`config.mk`:
```
export PLATFORM = sky130hd
export DESIGN_NAME = pcie_mailbox_slave
export DESIGN_NICKNAME = d
export VERILOG_FILES = /design/src/rtl/pcie_mailbox_slave.sv
export SDC_FILE = /design/constraint.sdc
export NUM_CORES = 1
export LEC_CHECK = 0
export CAP_MARGIN = 10
export CORE_ASPECT_RATIO = 1.1
export CORE_MARGIN = 3
export CORE_UTILIZATION = 53
export CTS_CLUSTER_SIZE = 12
export DETAILED_ROUTE_END_ITERATION = 10
export GPL_ROUTABILITY_DRIVEN = 0
export PLACE_DENSITY = 0.83
export SLEW_MARGIN = 10
export SYNTH_ARGS = -nofsm -noshare
export SYNTH_HDL_FRONTEND = slang
export SYNTH_SLANG_ARGS = --single-unit
```
`constraint.sdc`:
```
create_clock -name clk -period 4.8 [get_ports clk]
set_input_delay 1.44 -clock clk [delete_from_list [all_inputs] [get_ports clk]]
set_output_delay 1.44 -clock clk [all_outputs]
set_load 0.03 [all_outputs]
```
`src/rtl/pcie_mailbox_slave.sv`:
```
// BAR0 mailbox: Avalon-MM slave with control/status/sticky-error registers, a TX FIFO to the datapath
// and an RX FIFO drained by host reads. Optional level interrupt enabled by defining PCIE_MAILBOX_IRQ_EN.
module pcie_mailbox_slave #(
    parameter int          FIFO_DEPTH = 8,
    parameter logic [31:0] ID_VALUE   = 32'h3DE5_0001
) (
    input  logic        clk,
    input  logic        reset_n,
    input  logic [2:0]  avs_address,
    input  logic        avs_read,
    input  logic        avs_write,
    input  logic [31:0] avs_writedata,
    output logic [31:0] avs_readdata,
    output logic        avs_readdatavalid,
    output logic        avs_waitrequest,
    output logic [31:0] tx_data,
    output logic        tx_valid,
    input  logic        tx_ready,
    input  logic [31:0] rx_data,
    input  logic        rx_valid,
    output logic        rx_ready
`ifdef PCIE_MAILBOX_IRQ_EN
    ,
    output logic        irq
`endif
);

    localparam int AW = $clog2(FIFO_DEPTH);
    localparam int CW = AW + 1;
    localparam logic [CW-1:0] DEPTH_C = CW'(FIFO_DEPTH);
    localparam logic [AW-1:0] PTR_ONE = AW'(1);
    localparam logic [CW-1:0] CNT_ONE = CW'(1);

    localparam logic [2:0] ADDR_CTRL   = 3'd0;
    localparam logic [2:0] ADDR_STATUS = 3'd1;
    localparam logic [2:0] ADDR_TXDATA = 3'd2;
    localparam logic [2:0] ADDR_RXDATA = 3'd3;
    localparam logic [2:0] ADDR_CLEAR  = 3'd4;
    localparam logic [2:0] ADDR_ID     = 3'd5;

    logic [31:0]   tx_mem [FIFO_DEPTH];
    logic [31:0]   rx_mem [FIFO_DEPTH];

    logic [AW-1:0] tx_wr_ptr_q, tx_wr_ptr_d, tx_rd_ptr_q, tx_rd_ptr_d;
    logic [AW-1:0] rx_wr_ptr_q, rx_wr_ptr_d, rx_rd_ptr_q, rx_rd_ptr_d;
    logic [CW-1:0] tx_count_q, tx_count_d, rx_count_q, rx_count_d;
    logic          enable_q, enable_d;
    logic          overflow_q, overflow_d, underflow_q, underflow_d;
    logic [31:0]   readdata_q, readdata_d;
    logic          readdatavalid_q, readdatavalid_d;
    logic          irq_en;

    logic wr_en, rd_en, ctrl_wr, clear_wr;
    logic tx_flush, rx_flush;
    logic tx_full, tx_empty, rx_full, rx_empty;
    logic tx_push_req, tx_push, tx_pop;
    logic rx_pop_req, rx_pop, rx_push;
    logic [31:0] status_word;

    // A simultaneous read and write is treated as a write only.
    assign wr_en       = avs_write;
    assign rd_en       = avs_read & ~avs_write;
    assign ctrl_wr     = wr_en & (avs_address == ADDR_CTRL);
    assign clear_wr    = wr_en & (avs_address == ADDR_CLEAR);
    assign tx_flush    = ctrl_wr & avs_writedata[1];
    assign rx_flush    = ctrl_wr & avs_writedata[2];

    assign tx_full     = (tx_count_q == DEPTH_C);
    assign tx_empty    = (tx_count_q == '0);
    assign rx_full     = (rx_count_q == DEPTH_C);
    assign rx_empty    = (rx_count_q == '0);

    assign tx_valid    = enable_q & ~tx_empty;
    assign rx_ready    = enable_q & ~rx_full;
    assign tx_data     = tx_mem[tx_rd_ptr_q];

    // Full/empty come from registered counts, so a same-cycle pop never frees room for a push.
    assign tx_push_req = wr_en & (avs_address == ADDR_TXDATA);
    assign tx_push     = tx_push_req & ~tx_full & ~tx_flush;
    assign tx_pop      = tx_valid & tx_ready & ~tx_flush;
    assign rx_pop_req  = rd_en & (avs_address == ADDR_RXDATA);
    assign rx_pop      = rx_pop_req & ~rx_empty & ~rx_flush;
    assign rx_push     = rx_valid & rx_ready & ~rx_flush;

    assign status_word = {12'd0, underflow_q, overflow_q, rx_empty, tx_full,
                          8'(rx_count_q), 8'(tx_count_q)};

    assign avs_waitrequest   = 1'b0;
    assign avs_readdata      = readdata_q;
    assign avs_readdatavalid = readdatavalid_q;

    always_ff @(posedge clk) begin
        if (tx_push) begin
            tx_mem[tx_wr_ptr_q] <= avs_writedata;
        end
        if (rx_push) begin
            rx_mem[rx_wr_ptr_q] <= rx_data;
        end
    end

    always_comb begin
        tx_wr_ptr_d = tx_wr_ptr_q;
        tx_rd_ptr_d = tx_rd_ptr_q;
        tx_count_d  = tx_count_q;
        if (tx_flush) begin
            tx_wr_ptr_d = '0;
            tx_rd_ptr_d = '0;
            tx_count_d  = '0;
        end else begin
            if (tx_push) tx_wr_ptr_d = tx_wr_ptr_q + PTR_ONE;
            if (tx_pop)  tx_rd_ptr_d = tx_rd_ptr_q + PTR_ONE;
            if (tx_push && !tx_pop)      tx_count_d = tx_count_q + CNT_ONE;
            else if (!tx_push && tx_pop) tx_count_d = tx_count_q - CNT_ONE;
        end
    end

    always_comb begin
        rx_wr_ptr_d = rx_wr_ptr_q;
        rx_rd_ptr_d = rx_rd_ptr_q;
        rx_count_d  = rx_count_q;
        if (rx_flush) begin
            rx_wr_ptr_d = '0;
            rx_rd_ptr_d = '0;
            rx_count_d  = '0;
        end else begin
            if (rx_push) rx_wr_ptr_d = rx_wr_ptr_q + PTR_ONE;
            if (rx_pop)  rx_rd_ptr_d = rx_rd_ptr_q + PTR_ONE;
            if (rx_push && !rx_pop)      rx_count_d = rx_count_q + CNT_ONE;
            else if (!rx_push && rx_pop) rx_count_d = rx_count_q - CNT_ONE;
        end
    end

    // Sticky errors: a same-cycle set beats the CLEAR write.
    always_comb begin
        enable_d    = ctrl_wr ? avs_writedata[0] : enable_q;
        overflow_d  = (tx_push_req & tx_full) |
                      (overflow_q & ~(clear_wr & avs_writedata[0]));
        underflow_d = (rx_pop_req & rx_empty) |
                      (underflow_q & ~(clear_wr & avs_writedata[1]));
    end

    always_comb begin
        readdatavalid_d = rd_en;
        readdata_d      = '0;
        if (rd_en) begin
            case (avs_address)
                ADDR_CTRL:   readdata_d = {28'd0, irq_en, 2'b00, enable_q};
                ADDR_STATUS: readdata_d = status_word;
                ADDR_RXDATA: readdata_d = rx_empty ? 32'd0 : rx_mem[rx_rd_ptr_q];
                ADDR_ID:     readdata_d = ID_VALUE;
                default:     readdata_d = '0;
            endcase
        end
    end

    always_ff @(posedge clk or negedge reset_n) begin
        if (!reset_n) begin
            tx_wr_ptr_q     <= '0;
            tx_rd_ptr_q     <= '0;
            tx_count_q      <= '0;
            rx_wr_ptr_q     <= '0;
            rx_rd_ptr_q     <= '0;
            rx_count_q      <= '0;
            enable_q        <= 1'b0;
            overflow_q      <= 1'b0;
            underflow_q     <= 1'b0;
            readdata_q      <= '0;
            readdatavalid_q <= 1'b0;
        end else begin
            tx_wr_ptr_q     <= tx_wr_ptr_d;
            tx_rd_ptr_q     <= tx_rd_ptr_d;
            tx_count_q      <= tx_count_d;
            rx_wr_ptr_q     <= rx_wr_ptr_d;
            rx_rd_ptr_q     <= rx_rd_ptr_d;
            rx_count_q      <= rx_count_d;
            enable_q        <= enable_d;
            overflow_q      <= overflow_d;
            underflow_q     <= underflow_d;
            readdata_q      <= readdata_d;
            readdatavalid_q <= readdatavalid_d;
        end
    end

`ifdef PCIE_MAILBOX_IRQ_EN
    logic irq_en_q, irq_en_d, irq_q, irq_d;

    assign irq_en = irq_en_q;
    assign irq    = irq_q;

    always_comb begin
        irq_en_d = ctrl_wr ? avs_writedata[3] : irq_en_q;
        irq_d    = irq_en_q & ((rx_count_q != '0) | overflow_q | underflow_q);
    end

    always_ff @(posedge clk or negedge reset_n) begin
        if (!reset_n) begin
            irq_en_q <= 1'b0;
            irq_q    <= 1'b0;
        end else begin
            irq_en_q <= irq_en_d;
            irq_q    <= irq_d;
        end
    end
`else
    assign irq_en = 1'b0;
`endif

endmodule

```
==> impl_summary.md, run 1 <==
Layout
Leaving out fill and tap cells, the most frequent cells in the layout are 512 x sky130_fd_sc_hd__edfxtp_1, 138 x sky130_fd_sc_hd__clkdlybuf4s50_1, 128 x sky130_fd_sc_hd__mux4_2. Compared with the post-synthesis result, the final layout area differs by 18.0%. The final instance area is 25,700 µm². The total number of nets in the final design is 1,265. At the end of the flow the core is filled with cells to 63.7%.

The fraction of layout cells with a size suffix above 1 is 23.8%. The most frequent standard cell in the layout excluding fill and tap cells is sky130_fd_sc_hd__edfxtp_1.

Synthesis
The cell area that synthesis handed to floorplanning was 21,800 µm². In this run, synthesis produced a sequential element count of 568. The synthesized area divided by synthesized cell count is 21.6 µm². By area the synthesized netlist is led by sky130_fd_sc_hd__edfxtp_1 71%, sky130_fd_sc_hd__mux4_2 13%, sky130_fd_sc_hd__dfrtp_1 6.4%. The net count after synthesis is 1,089. The number of different library cells used by synthesis comes to 53.

The share of synthesized area in the top cell type comes to 70.6%. The total of warnings raised by yosys is 0. The number of flops mapped to enable cells by yosys is 512. The fraction of registers with async set/reset is 9.86%. The most used flip-flop cell after synthesis is sky130_fd_sc_hd__edfxtp_1. In the synthesized netlist, the number of instances is 1,006. The share of synthesized area occupied by flip-flops and latches is 77.0%. sky130_fd_sc_hd__edfxtp_1 takes more of the synthesized area than any other cell.

Die
The full die area is 43,600 µm². The die is 219 µm tall. Once the floorplan was initialized, standard cells occupied 53.9% of the core. The die extent in x is 199 µm. The initialized floorplan defines 77 standard-cell rows. The area of the core region is 40,400 µm².

For this design the top-level I/O count stands at 141.

Worst setup path
Walking the worst path, the cells encountered are buf_4 -> mux4_2 -> mux2_2 -> clkdlybuf4s50_1. The cell with the largest stage delay on the worst path is sky130_fd_sc_hd__clkdlybuf4s50_1. Together, buffers and inverters on the worst path number 2.

The largest driver fanout on the critical path is 24. On the worst path, the slowest cell contributes a delay of 0.61 ns. STA classifies the critical path endpoint as a primary output. The nature of the critical path startpoint is a flop. Data on the critical path is required at its endpoint by 3.36 ns. The startpoint-to-endpoint class of the critical path is reg -> out. In this design, the largest share of critical-path delay is due to buffers and inverters. Data on the critical path arrives at its endpoint at 2.97 ns.

Global routing
The via count of the first global-routing pass is 11,243. The first global-routing pass estimated 67.6 mm of wire. The initial antenna violation count is 3. The largest net degree at the start of global routing is 67.

Global routing consumed, over all layers together, 20.7% of the routing resources. Global routing finished with a remaining overflow of 0.

STA
Setup repair after global routing left no endpoint under its margin. In the finished design, the share of the clock period the worst path needs comes to 91.8%. Timing would allow up to 227 MHz. For the pin with the worst max-slew slack, the measured transition is 1.10 ns.

The worst pin sits at a relative slew slack of 26.4%. After routing, the total negative slack on setup checks comes to 0 ns. Setup violations remaining at the end of the flow were counted as 0. The max-slew violation count is 0. The minimum clock period is 4.41 ns. The number of hold-slack violations in the final timing report is 0. The clock skew is 0.0151 ns.

CTS
In this run the deepest clock path goes through 3 buffers. The tree built by TritonCTS fans out to 568 sinks. Gates resized during post-CTS repair numbered 0. The post-CTS setup repair buffer count is 0. Buffers inserted to repair hold after CTS numbered 0. At the later pin of the worst-skew pair, clock insertion delay measures 0.59 ns. The CTS tree is built. The total CTS buffers is 55. The clock tree root driver cell is sky130_fd_sc_hd__clkbuf_16.

Clock-pin slew was measured on the worst setup and hold paths at 0.06 ns. The total number of H-tree levels is 2.

Detailed routing
After detailed routing, the met3 layer carries 3.20 mm of wire. The total wire length after detailed routing is 43.8 mm. For this block, wires on met1 add up to 16.8 mm. The detailed router's first-iteration violation count is 823. After detailed routing, the met2 layer carries 22.8 mm of wire. The highest metal layer with signal wires is met5.

Dividing the detail-routed via count by the number of cells gives 5.95. The overall via count from detail_route is 10,371. The first-pass detailed-route iteration total is 7. After detailed routing, the number of remaining DRC violations is 0.

The wire length per cell is 25.1 µm. The remaining antenna violation count is 0.

Power
The total power divided by cell area is 514 nW/µm². The analysis attributes to net switching a power of 3650 µW. Registers are responsible for 45.9% of the overall power. The worst-case IR drop observed on VDD is 0.000343 V.

The total power is 13,200 µW. The clock share of power is 29.9%. The cell leakage power is 0.00822 µW. The combinational power share is 24.1%.

Cell internal power was estimated by the tool at 9570 µW. Net switching is 27.6% of the power.

Outcome
The flow ran to the end, and the final reports show no timing, DRC or antenna violations.

Job
The reported max-cap violation count is 0.

Placement
The number of buffers inserted by port buffering is 139. Detailed placement finished with a half-perimeter wire length of 25.3 mm. The cell area reported after detailed placement is 24,100 µm².

Worst hold path
The min-delay analysis places its worst path in the category reg -> reg.
[through the flow]
step                instances  hold slack, ns  setup slack, ns
floorplan                1006           0.472            0.271
global placement         1638           0.520            0.630
detailed placement       1638           0.542            0.575
CTS                      1741           0.550            0.327
global route             1741           0.576            0.277
finish                   1743           0.551            0.394
[kinds of logic (layout without fill, tap and decap cells)]
group	count (synthesis)	after routing	share of synthesized area (%)
buffers and inverters	58	280	1.22
xor gates and xnor gates	10	10	0.488
DFF	568	568	77.0
AOI/OAI and AO/OA	48	48	1.31
adders and majority gates	10	10	0.644
other	1	3	0.0172
muxes	194	194	16.5
and+or+nand+nor	117	117	2.82
[path summary, 6_finish.rpt]
path | start | end | depth (start not counted) | slack, ns
worst max register to register | rx_count_q[0] | rx_mem[6][19] | 6 | 2.11
worst max-delay path | tx_rd_ptr_q[0] | tx_data[1] | 4 | 0.39
worst min-delay path | overflow_q | overflow_q | 2 | 0.55
min in group asynchronous | reset_n | avs_readdata[14] | 1 | 0.96
max in group asynchronous | reset_n | avs_readdata[19] | 2 | 3.09
worst min register to register | overflow_q | overflow_q | 2 | 0.55
[area by class of cell]
| class | instances | area, µm² |
|---|---|---|
| Sequential cell | 568 | 16800 |
| Tap cell | 513 | 642 |
| Timing Repair Buffer | 167 | 1680 |
| Clock inverter | 8 | 82.6 |
| Inverter | 10 | 37.5 |
| Fill cell | 2565 | 14700 |
| Multi-Input combinational cell | 380 | 4900 |
| Clock buffer | 95 | 1570 |
| Antenna cell | 2 | 5.00 |
[synthesized netlist by cell type, drive strengths merged, types with 2 or more instances]
cell type and instances:
edfxtp 512, buf 30, nand2b 4, mux2i 33, fa 2, xnor2 7
nor3 9, a22oi 2, nor4b 4, inv 10, dfrtp 56, mux4 128
nand2 29, ha 8, mux2 33, xor2 3, o21ai 25, nand3 11
nor2b 4, or4 2, and2 4, clkbuf 18, and3 3, nor3b 5
a21oi 12, nor2 37, o22ai 3
[flip-flops by register name, summed over array words and instances (netlist names)]
signal	count
rx_mem	256
tx_mem	256
avs_readdata	32
rx_count_q	4
tx_count_q	4
rx_rd_ptr_q	3
rx_wr_ptr_q	3
tx_rd_ptr_q	3
tx_wr_ptr_q	3
avs_readdatavalid	1
enable_q	1
overflow_q	1
underflow_q	1
[metal layers]
layer	vias up	GRT usage (%)
met3	79	4.81
met5	-	0
met4	6	5.83
met2	422	35.4
li1	4482	-
met1	5382	26.9
[power groups by stage]
stage               logic (µW)  clock network, µW  registers, µW
floorplan                 2380                  0           5900
global placement          3140                  0           6150
detailed placement        3210                  0           6170
CTS                       3240               4040           6080
global route              3410               4230           6110
finish                    3190               3960           6070
[worst min-delay path: cells and delay by family, from the launching register on]
family / cells / cell delay, ns
flops: 1 / 0.36
simple gates: 1 / 0.10
compound gates: 1 / 0.05
No activity file was read; power rests on OpenSTA's default activity.
==> run 2, diff against run 1 <==
--- a/config.mk
+++ b/config.mk
@@ -8,11 +8,11 @@
 export CAP_MARGIN = 10
 export CORE_ASPECT_RATIO = 1.1
 export CORE_MARGIN = 3
-export CORE_UTILIZATION = 53
+export CORE_UTILIZATION = 55
 export CTS_CLUSTER_SIZE = 12
 export DETAILED_ROUTE_END_ITERATION = 10
 export GPL_ROUTABILITY_DRIVEN = 0
-export PLACE_DENSITY = 0.83
+export PLACE_DENSITY = 0.79
 export SLEW_MARGIN = 10
 export SYNTH_ARGS = -nofsm -noshare
 export SYNTH_HDL_FRONTEND = slang
==> constraint.sdc (replaced) <==
create_clock -name clk -period 5.7 [get_ports clk]
set_input_delay 1.71 -clock clk [delete_from_list [all_inputs] [get_ports clk]]
set_output_delay 1.71 -clock clk [all_outputs]
set_load 0.03 [all_outputs]
==> impl_summary.md, run 2 (synthesized netlist as in run 1, its figures left out) <==
Worst setup path
The worst register-to-register path has a setup slack of 3.03 ns. Along the worst path, the maximum fanout reaches 34. In this design, the stage delay of the slowest critical-path cell is 0.87 ns. The launching element of the worst setup path is tx_rd_ptr_q[0]. The worst register-to-register path has a depth of 4.

The data required time at the worst endpoint is 3.99 ns. The critical path contains buffers and inverters numbering 2 combined. The worst endpoint data arrival time is 3.24 ns. Grouping stages by cell kind, the critical path spends the most delay in buffers and inverters. Following the worst setup path forward leads to its endpoint at tx_data[9]. The number of stages on the worst setup path is 4.

Walking the worst path, the cells encountered are buf_4 -> mux4_2 -> mux2_2 -> clkdlybuf4s50_1. The slowest stage of the critical path is the sky130_fd_sc_hd__dfrtp_4 cell. The worst register-to-register path ends at avs_readdata[19]. The startpoint identified for the worst register-to-register timing path is rx_rd_ptr_q[0]. STA classifies the critical path startpoint as a flop. STA classifies the critical path endpoint as a primary output. The setup path with the least slack is of type reg -> out.

STA
Setup repair after global routing left no endpoint under its margin. The max-slew headroom at the worst pin is 21.2%. The transition at the pin with the smallest max-transition slack is 1.18 ns. After layout, the worst setup slack is 0.752 ns. The accumulated negative setup slack is 0 ns. The number of hold-slack violations in the final timing report is 0. The worst path needs 4.95 ns of the cycle, external delays included.

The max-slew violation count is 0. The final-report setup violation count is 0. The part of the cycle the worst path needs is 86.8%. Based on the critical path, the design can be clocked at up to 202 MHz. The clock skew is 0.0261 ns.

CTS
The number of hold buffers added after cts is 0. The total CTS buffers is 55. The count of instances resized after the clock tree is built is 0. The number of sinks handled by clock tree synthesis is 568.

No sink is reached through more buffers than the 3 on the longest clock path. TritonCTS built the clock tree. Once the clock tree was built, the setup fixing pass inserted 0 buffers. Clock-pin slew was measured on the worst setup and hold paths at 0.06 ns. CTS placed an instance of sky130_fd_sc_hd__clkbuf_16 at the clock tree root. The total number of H-tree levels is 2. The later pin in the worst-skew pair is clocked with a latency of 0.58 ns.

Global routing
In the global route stage, overall resource usage came out at 20.6%. The via count of the first global-routing pass came to 10,825. The initial antenna violation count is 4. The first global-routing pass estimated 65.7 mm of wire. Entering global routing, the biggest net connects 59 pins. After global routing the overflow that remains totals 0.

Layout
The number of filler instances in the final layout is 2,412. The fraction of layout cells with a size suffix above 1 is 24.0%. The total number of nets in the final design is 1,265. The area growth from synthesis to layout is 17.6%. Leaving out fill and tap cells, the most frequent cells in the layout are 512 x sky130_fd_sc_hd__edfxtp_1, 138 x sky130_fd_sc_hd__clkdlybuf4s50_1, 128 x sky130_fd_sc_hd__mux4_2. The number of cells in the finished layout apart from fillers is 1,720. Leaving out fill and tap cells, the most frequent cell in the layout is sky130_fd_sc_hd__edfxtp_1.

Detailed routing
In this run the remaining antenna-violating nets after routing total 0. Summed over all layers, the routed wires come to 42.8 mm. The overall via count from detail_route is 10,242. The post-detailed-route via-to-cell ratio is 5.95.

The detailed router's first-iteration violation count is 673. In the routed design, unresolved DRC markers number 0. The first TritonRoute pass finished after 5 iterations. After detailed routing, the average wire length per cell comes to 24.9 µm.

Power
The analysis attributes to cell leakage a power of 0.00822 µW. The total power is 11,100 µW. The maximum resistive drop on vdd is 0.000334 V. Dividing total power by cell area gives a power density of 434 nW/µm².

Placement
The number of buffers inserted by port buffering is 139. The worst setup slack after placement is 1.27 ns. The post-placement cell count is 1,625. Summed over all nets, the half-perimeter wirelength after detailed placement is 24.5 mm.

Job
The reported max-cap violation count is 0.

Die
The number of top-level design ports is 141. The initial utilization of the core area, before any placement, comes to 56.5%. The die is 215 µm tall.

The initialized floorplan defines 75 standard-cell rows. The die extent in x is 196 µm. The area of the core region is 38,600 µm². The full die area is 42,000 µm².

Worst hold path
The path type of the worst min-delay path is reg -> reg.

Outcome
The run finished with clean final reports.
run 2: cell count changes in the layout (fill, tap and decap cells not counted), moves of 3 or more:
cell	delta
sky130_fd_sc_hd__buf_4	+5
sky130_fd_sc_hd__clkinv_2	-4
sky130_fd_sc_hd__buf_12	-5
sky130_fd_sc_hd__clkbuf_16	+3
sky130_fd_sc_hd__nor3_4	-4
sky130_fd_sc_hd__clkbuf_8	+3
sky130_fd_sc_hd__clkbuf_1	-11
sky130_fd_sc_hd__nor3_2	+4
run 2: worst min path at each step:
stage / from / end / slack (ns) / cells past startpoint
floorplan: underflow_q / avs_readdata[19] / 0.47 / 2
global placement: overflow_q / overflow_q / 0.53 / 2
detailed placement: underflow_q / underflow_q / 0.53 / 2
CTS: underflow_q / underflow_q / 0.54 / 2
global route: overflow_q / overflow_q / 0.57 / 2
finish: underflow_q / underflow_q / 0.54 / 2
run 2: worst reg2reg max path, stage by stage, from the launching register on:
cell and delay, ns:
sky130_fd_sc_hd__dfrtp_4 0.91, sky130_fd_sc_hd__buf_4 0.63, sky130_fd_sc_hd__mux4_2 0.62, sky130_fd_sc_hd__mux2i_1 0.15, sky130_fd_sc_hd__o21ai_0 0.18
run 2: metrics by stage:
stage	hold slack, ns	cell area [µm²]	utilization [%]
CTS	0.541	25600	66.4
floorplan	0.472	21800	-
global placement	0.528	23900	62.1
detailed placement	0.532	23900	62.1
finish	0.543	25600	66.4
global route	0.569	25600	66.4
run 2: cell type report:
class | count | area, µm² | share of cell area, %
Antenna cell | 2 | 5.00 | 0.0195
Clock buffer | 90 | 1640 | 6.41
Clock inverter | 3 | 31.3 | 0.122
Inverter | 10 | 37.5 | 0.147
Multi-Input combinational cell | 380 | 4860 | 19.0
Sequential cell | 568 | 16800 | 65.5
Tap cell | 500 | 626 | 2.44
Timing Repair Buffer | 167 | 1620 | 6.33
run 2: power breakdown:
group	leakage [µW]	internal, µW	switching [µW]	total [µW]
Combinational	0.00206	1370	1280	2650
Clock	0.000806	1950	1410	3360
Sequential	0.00535	4780	336	5110
run 2: layer usage:
metal  track usage [%]  up-vias  routed length, µm
li1                  -     4462                  -
met5                 0        -                 27
met1              28.1     5378              16800
met3              3.73       74               2570
met2              34.9      324              22500
met4              5.30        4                872
==> run 3, diff against run 2 <==
--- a/config.mk
+++ b/config.mk
@@ -12,6 +12,7 @@
 export CTS_CLUSTER_SIZE = 12
 export DETAILED_ROUTE_END_ITERATION = 10
 export GPL_ROUTABILITY_DRIVEN = 0
+export HOLD_SLACK_MARGIN = 0.15
 export PLACE_DENSITY = 0.79
 export SLEW_MARGIN = 10
 export SYNTH_ARGS = -nofsm -noshare
==> results of run 3 <==
Final layout, timing and power as in run 2 (identical DEF).
